--- src/rtl/fpu_pkg.sv ---
// Shared FPU dispatch types: opcode encoding, request record and datapath widths.
package fpu_pkg;

    localparam int unsigned FPU_WIDTH = 32;
    localparam int unsigned FPU_RES_W = 24;
    localparam int unsigned FPU_TAG_W = 4;

    typedef enum logic [2:0] {
        ADD     = 3'b000,
        SUB     = 3'b001,
        MUL     = 3'b010,
        MAX     = 3'b011,
        MIN     = 3'b100,
        ABS     = 3'b101,
        NEG     = 3'b110,
        ILLEGAL = 3'b111
    } fpu_op_e;

    typedef struct packed {
        logic [FPU_WIDTH-1:0] a;
        logic [FPU_WIDTH-1:0] b;
        fpu_op_e              op;
        logic [FPU_TAG_W-1:0] tag;
    } fpu_req_t;

    function automatic logic is_illegal(input fpu_op_e op);
        return op == ILLEGAL;
    endfunction

endpackage

--- src/rtl/fpu_dispatch_fifo.sv ---
// Generic synchronous FIFO for dispatch requests. DEPTH must be a power of two so the
// pointers wrap naturally; the occupancy count is one bit wider than the pointers.
module fpu_dispatch_fifo
    import fpu_pkg::*;
#(
    parameter int unsigned DEPTH  = 4,
    parameter type         data_t = fpu_req_t
) (
    input  logic                   clk_i,
    input  logic                   rst_i,
    input  logic                   push_i,
    input  data_t                  wdata_i,
    input  logic                   pop_i,
    output data_t                  rdata_o,
    output logic                   full_o,
    output logic                   empty_o,
    output logic [$clog2(DEPTH):0] count_o
);

    localparam int unsigned PtrW = $clog2(DEPTH);
    localparam int unsigned CntW = PtrW + 1;

    data_t           mem_q [DEPTH];
    logic [PtrW-1:0] wptr_q, wptr_d;
    logic [PtrW-1:0] rptr_q, rptr_d;
    logic [CntW-1:0] count_q, count_d;
    logic            do_push, do_pop;

    assign full_o  = (count_q == CntW'(DEPTH));
    assign empty_o = (count_q == '0);
    assign count_o = count_q;
    assign rdata_o = mem_q[rptr_q];

    // No push-through when full, even if a pop happens in the same cycle.
    assign do_push = push_i & ~full_o;
    assign do_pop  = pop_i & ~empty_o;

    always_comb begin
        wptr_d  = wptr_q;
        rptr_d  = rptr_q;
        count_d = count_q;
        if (do_push) wptr_d = wptr_q + PtrW'(1);
        if (do_pop)  rptr_d = rptr_q + PtrW'(1);
        case ({do_push, do_pop})
            2'b10:   count_d = count_q + CntW'(1);
            2'b01:   count_d = count_q - CntW'(1);
            default: count_d = count_q;
        endcase
    end

    always_ff @(posedge clk_i or posedge rst_i) begin
        if (rst_i) begin
            wptr_q  <= '0;
            rptr_q  <= '0;
            count_q <= '0;
        end else begin
            wptr_q  <= wptr_d;
            rptr_q  <= rptr_d;
            count_q <= count_d;
        end
    end

    always_ff @(posedge clk_i) begin
        if (do_push) mem_q[wptr_q] <= wdata_i;
    end

endmodule

--- src/rtl/fpu_dispatch.sv ---
// Issue stage in front of the combinational FPU: request FIFO, single issue slot and a
// valid/ready response register. Define FPU_DISPATCH_STATS_EN to add capture/stall counters.
module fpu_dispatch
    import fpu_pkg::*;
#(
    parameter int unsigned WIDTH = FPU_WIDTH,
    parameter int unsigned RES_W = FPU_RES_W,
    parameter int unsigned DEPTH = 4,
    parameter int unsigned TAG_W = FPU_TAG_W
) (
    input  logic             core_clock_i,
    input  logic             core_reset_i,
    input  logic             req_valid_i,
    output logic             req_ready_o,
    input  logic [WIDTH-1:0] req_a_i,
    input  logic [WIDTH-1:0] req_b_i,
    input  logic [2:0]       req_op_i,
    input  logic [TAG_W-1:0] req_tag_i,
    output logic [WIDTH-1:0] fpu_a_o,
    output logic [WIDTH-1:0] fpu_b_o,
    output logic [2:0]       fpu_ctrl_o,
    input  logic [RES_W-1:0] fpu_res_i,
    output logic             rsp_valid_o,
    input  logic             rsp_ready_i,
    output logic [RES_W-1:0] rsp_res_o,
    output logic [TAG_W-1:0] rsp_tag_o,
    output logic             rsp_err_o,
`ifdef FPU_DISPATCH_STATS_EN
    output logic [31:0]      stat_issued_o,
    output logic [31:0]      stat_stall_o,
`endif
    output logic             busy_o
);

    typedef enum logic {StEmpty, StFull} slot_state_e;

    fpu_req_t               req_w, fifo_head;
    logic                   fifo_push, fifo_pop, fifo_full, fifo_empty;
    logic [$clog2(DEPTH):0] fifo_count;

    slot_state_e      state_q, state_d;
    fpu_req_t         issue_q, issue_d;
    logic             capture;

    logic             rsp_valid_q, rsp_valid_d;
    logic [RES_W-1:0] rsp_res_q, rsp_res_d;
    logic [TAG_W-1:0] rsp_tag_q, rsp_tag_d;
    logic             rsp_err_q, rsp_err_d;

    assign req_w = '{a: req_a_i, b: req_b_i, op: fpu_op_e'(req_op_i), tag: req_tag_i};

    // Ready is held low while reset is asserted so every output reads 0 during reset.
    assign req_ready_o = ~core_reset_i & ~fifo_full;
    assign fifo_push   = req_valid_i & req_ready_o;

    fpu_dispatch_fifo #(
        .DEPTH  (DEPTH),
        .data_t (fpu_req_t)
    ) u_fifo (
        .clk_i   (core_clock_i),
        .rst_i   (core_reset_i),
        .push_i  (fifo_push),
        .wdata_i (req_w),
        .pop_i   (fifo_pop),
        .rdata_o (fifo_head),
        .full_o  (fifo_full),
        .empty_o (fifo_empty),
        .count_o (fifo_count)
    );

    assign capture = (state_q == StFull) & (~rsp_valid_q | rsp_ready_i);

    always_comb begin
        state_d  = state_q;
        issue_d  = issue_q;
        fifo_pop = 1'b0;
        unique case (state_q)
            StEmpty: begin
                if (!fifo_empty) begin
                    fifo_pop = 1'b1;
                    issue_d  = fifo_head;
                    state_d  = StFull;
                end
            end
            StFull: begin
                if (capture) begin
                    if (!fifo_empty) begin
                        fifo_pop = 1'b1;
                        issue_d  = fifo_head;
                    end else begin
                        state_d = StEmpty;
                    end
                end
            end
        endcase
    end

    always_comb begin
        rsp_valid_d = rsp_valid_q;
        rsp_res_d   = rsp_res_q;
        rsp_tag_d   = rsp_tag_q;
        rsp_err_d   = rsp_err_q;
        if (capture) begin
            rsp_valid_d = 1'b1;
            rsp_err_d   = is_illegal(issue_q.op);
            rsp_res_d   = is_illegal(issue_q.op) ? '0 : fpu_res_i;
            rsp_tag_d   = issue_q.tag;
        end else if (rsp_ready_i) begin
            rsp_valid_d = 1'b0;
        end
    end

    always_ff @(posedge core_clock_i or posedge core_reset_i) begin
        if (core_reset_i) begin
            state_q     <= StEmpty;
            issue_q     <= '0;
            rsp_valid_q <= 1'b0;
            rsp_res_q   <= '0;
            rsp_tag_q   <= '0;
            rsp_err_q   <= 1'b0;
        end else begin
            state_q     <= state_d;
            issue_q     <= issue_d;
            rsp_valid_q <= rsp_valid_d;
            rsp_res_q   <= rsp_res_d;
            rsp_tag_q   <= rsp_tag_d;
            rsp_err_q   <= rsp_err_d;
        end
    end

    assign fpu_a_o     = (state_q == StFull) ? issue_q.a  : '0;
    assign fpu_b_o     = (state_q == StFull) ? issue_q.b  : '0;
    assign fpu_ctrl_o  = (state_q == StFull) ? issue_q.op : 3'b000;

    assign rsp_valid_o = rsp_valid_q;
    assign rsp_res_o   = rsp_res_q;
    assign rsp_tag_o   = rsp_tag_q;
    assign rsp_err_o   = rsp_err_q;
    assign busy_o      = (fifo_count != '0) | (state_q == StFull) | rsp_valid_q;

`ifdef FPU_DISPATCH_STATS_EN
    logic [31:0] stat_issued_q, stat_issued_d;
    logic [31:0] stat_stall_q, stat_stall_d;

    always_comb begin
        stat_issued_d = stat_issued_q;
        stat_stall_d  = stat_stall_q;
        if (capture && stat_issued_q != '1)                      stat_issued_d = stat_issued_q + 32'd1;
        if (rsp_valid_q && !rsp_ready_i && stat_stall_q != '1) stat_stall_d  = stat_stall_q + 32'd1;
    end

    always_ff @(posedge core_clock_i or posedge core_reset_i) begin
        if (core_reset_i) begin
            stat_issued_q <= '0;
            stat_stall_q  <= '0;
        end else begin
            stat_issued_q <= stat_issued_d;
            stat_stall_q  <= stat_stall_d;
        end
    end

    assign stat_issued_o = stat_issued_q;
    assign stat_stall_o  = stat_stall_q;
`endif

endmodule

--- config.mk ---
export PLATFORM = sky130hd
export DESIGN_NAME = fpu_dispatch
export DESIGN_NICKNAME = d
export VERILOG_FILES = /design/src/rtl/fpu_pkg.sv /design/src/rtl/fpu_dispatch_fifo.sv /design/src/rtl/fpu_dispatch.sv
export SDC_FILE = /design/constraint.sdc
export NUM_CORES = 1
export LEC_CHECK = 0
export BUFFER_PORTS_ARGS = -buffer_cell sky130_fd_sc_hd__buf_2
export CORE_AREA = 2 2 226 228
export CTS_BUF_LIST = sky130_fd_sc_hd__clkbuf_16
export DETAILED_ROUTE_END_ITERATION = 8
export DIE_AREA = 0 0 228 230
export GPL_TIMING_DRIVEN = 1
export SLEW_MARGIN = 30
export SYNTH_ARGS = -nofsm -noshare
export SYNTH_HDL_FRONTEND = slang
export SYNTH_SLANG_ARGS = --single-unit
--- constraint.sdc ---
create_clock -name core_clock_i -period 7.6 [get_ports core_clock_i]
set_clock_uncertainty 0.15 [all_clocks]
set_input_delay 1.14 -clock core_clock_i [delete_from_list [all_inputs] [get_ports core_clock_i]]
set_output_delay 1.14 -clock core_clock_i [all_outputs]
set_load 0.05 [all_outputs]
==> results_dict.tcl <==
set metrics [dict create \
    status "finished clean" \
    min_delay_path_depth 1 \
    final_area_mm2 0.01806 \
    ys_seq_area_share_pct 75.46 \
    antenna_cells 0 \
    synthTopCellsByArea "edfxtp_1, dfrtp_1, mux4_2" \
    clockRootBuffer "clkbuf_16" \
    synth_top_family_by_area "multiplexers" \
    antenna_found_initial 5 \
    p_int_w 0.005068 \
    p_per_area_mw_per_mm2 442.2 \
    die_h_um 230 \
    cp-end-kind "output port" \
    synthDistinctLibCells 28 \
    first_global_vias 7676 \
    clkPwrFrac_pct 26.3 \
    r2r_cells 10 \
    viasPerCell 4.402 \
    maxCapViolations 0 \
    synth_top_area_share_pct 57.17 \
    fillers 4764 \
    r2r-start "state_q" \
    cts_setup_buffers 0 \
    grt_max_degree 74 \
    comb_power_share_pct 35.7 \
    numCtsBuffers 44 \
    power.leakage_nw 6.637 \
    seq_power_share_pct 38.0 \
    rsz0062_at_grt "no" \
    gp_congestion 0.7207 \
    hold_path_class "reg2reg" \
    setup_viol 0 \
    clkTransAtPathRegs_ns 0.06 \
    final_antenna_net_count 0 \
    nets 1031 \
    fp.dieW_um 228 \
    finalCritPeriodShare_pct 44.06 \
    dieArea_mm2 0.05244 \
    crit_type "reg2out" \
    tritoncts "yes" \
    h-tree-depth 2 \
    drt_pass1_iterations 4 \
    ctsHoldBuffers 0 \
    synthToLayoutAreaGrowth_pct 21.10 \
    slew_violations 0 \
    yosysTopAreaCell "edfxtp_1" \
    clock_sinks 393 \
    synthSimpleGateAreaFrac_pct 3.556 \
    slew_headroom_pct 37.12 \
    r2r_slack_ns 4.63 \
    crit_path_end "fpu_a_o[16]" \
    syn_nets 815 \
    port-buffer-count 197 \
    wl_um 31890 \
    cts_resized 0 \
    setup_ws_ns 4.251 \
    dr_total_vias 7193 \
    remaining_drc_errors 0 \
    muxShareOfSynthArea_pct 16.60 \
    finalHoldViolations 0 \
    syn-cell-area_mm2 0.01492 \
    fin_setup_tns_ns 0 \
    clk_latency_ns 0.57 \
    p_sw_w 0.002920 \
    dp_slack_ns 3.938 \
    synthAdderAreaFrac_pct 0.5536 \
    crit_fanout 73 \
    start_util_pct 29.92 \
    layout-drive-gt1-share_pct 44.39 \
    irDropWorstVdd_v 0.0003363 \
    p_total_w 0.007988 \
    avgRoutedWirePerCell_um 19.52 \
    synthXorXnorAreaFrac_pct 0.3523 \
    fp-row-count 82 \
    fmax_ghz 0.2986 \
    synth_compound_area_share_pct 1.560 \
    dp_hpwl_um 19230 \
    critPathArrivalTime_ns 2.06 \
    ys_ff_latch 393 \
    dpl-instance-area_mm2 0.01661 \
    ios 198 \
    regToRegEndpoint "u_fifo.count_o[2]" \
    startpoint "state_q" \
    switching_share_pct 36.56 \
    clockBufferDepth 3 \
    track_usage_pct 12.27 \
    yosysWarnings 0 \
    core_area_mm2 0.04986 \
    holdWs_ns 0.3485 \
    netlist_instances 710 \
    grt_overflow 0 \
    final.min_clock_period_ns 3.349 \
    start_kind "flip-flop" \
    synth.avg_cell_area_um2 21.01 \
    grt_pass1_wl_um 48250 \
    required_ns 6.31 \
    worst_pin_slew_ns 0.9432 \
    drt_iter0_drc 341 \
]
## layer usage
metal | vias up | GRT usage, % | share of wire, %
met5 | - | 0 | 0.14
met4 | 6 | 3.962 | 2.3
met3 | 53 | 2.889 | 4.8
met2 | 165 | 20.53 | 50
met1 | 3733 | 15.78 | 43
li1 | 3236 | - | -
## state kept, by name, indices dropped and copies added (netlist names)
signal          cells
issue_q            71
rsp_err_o           1
rsp_res_o          24
rsp_tag_o           4
rsp_valid_o         1
state_q             1
u_fifo.count_o      3
u_fifo.mem_q      284
u_fifo.rptr_q       2
u_fifo.wptr_q       2
## power by group through the flow
stage               Combinational (W)  Clock [W]  Sequential [W]
finish                        0.00285    0.00210         0.00304
global route                  0.00305    0.00226         0.00310
CTS                           0.00293    0.00218         0.00305
detailed placement            0.00293          0         0.00309
global placement              0.00286          0         0.00311
floorplan                     0.00214          0         0.00318
## synth_stat cells
cell      instances
a211oi_2          1
a21oi_1           2
a22o_1           24
and2_1           71
and3_1            1
buf_1             1
buf_2             4
buf_6            15
clkbuf_1         16
dfrtp_1         109
edfxtp_1        284
fa_1              1
ha_1              5
inv_1             9
mux2_2           76
mux2i_1           1
mux4_1            3
mux4_2           68
nand2_1           1
nand2_4           1
nand2b_1          3
nand3_1           2
nand3b_1          1
nor2_1            3
or3_1             1
or3_4             1
xnor2_1           4
xor2_1            2
## cell families after synthesis
logic type      count (synthesis)
compound gates                 27
mux                           148
simple gates                   85
xor+xnor                        6
buf+inv                        45
fa+ha+maj                       6
flops                         393
## worst min path at each step
stage,from,end,slack (ns)
detailed placement,rsp_res_o[22],rsp_res_o[22],0.34
global route,rsp_tag_o[1],rsp_tag_o[1],0.36
CTS,issue_q[18],issue_q[18],0.35
finish,issue_q[22],issue_q[22],0.35
floorplan,issue_q[10],issue_q[10],0.32
global placement,rsp_res_o[22],rsp_res_o[22],0.33
## per-stage QoR
step	instances	util, %
2_1_floorplan	710	-
3_3_place_gp	1551	33.24
3_5_place_dp	1552	33.32
4_1_cts	1634	36.22
5_1_grt	1634	36.23
6_report	1634	36.23
## placed cells by master, fill, tap and decap left out, types with 2 or more instances in the layout
cell type / Yosys / final
nand3_1: 2 / 2
ha_1: 5 / 5
bufinv_16: 0 / 5
and2_1: 71 / 67
clkinv_1: 0 / 9
a21oi_1: 2 / 2
dfrtp_4: 0 / 2
mux4_1: 3 / 3
xor2_1: 2 / 2
mux4_2: 68 / 68
inv_2: 0 / 2
clkbuf_16: 0 / 45
a22o_1: 24 / 24
nand2b_1: 3 / 3
buf_4: 0 / 5
and2_4: 0 / 4
dfrtp_1: 109 / 106
inv_6: 0 / 6
buf_2: 4 / 197
buf_6: 15 / 3
inv_1: 9 / 16
clkinv_2: 0 / 4
xnor2_1: 4 / 4
nor2_1: 3 / 3
clkinv_4: 0 / 2
mux2_2: 76 / 76
edfxtp_1: 284 / 284
## cell type report
class	count	area (um^2)	area share, %
Sequential cell	393	11260	62.36
Multi-Input combinational cell	272	3396	18.80
Clock buffer	45	1126	6.234
Timing Repair Buffer	206	1077	5.963
Tap cell	672	840.8	4.654
Clock inverter	37	321.6	1.780
Inverter	9	38.79	0.2147
## critical path: stages, from the launching register on
cell and delay [ns]:
dfrtp_2 0.34, buf_4 0.53, and2_1 0.32, buf_2 0.30
No activity file was read; power rests on OpenSTA's default activity.
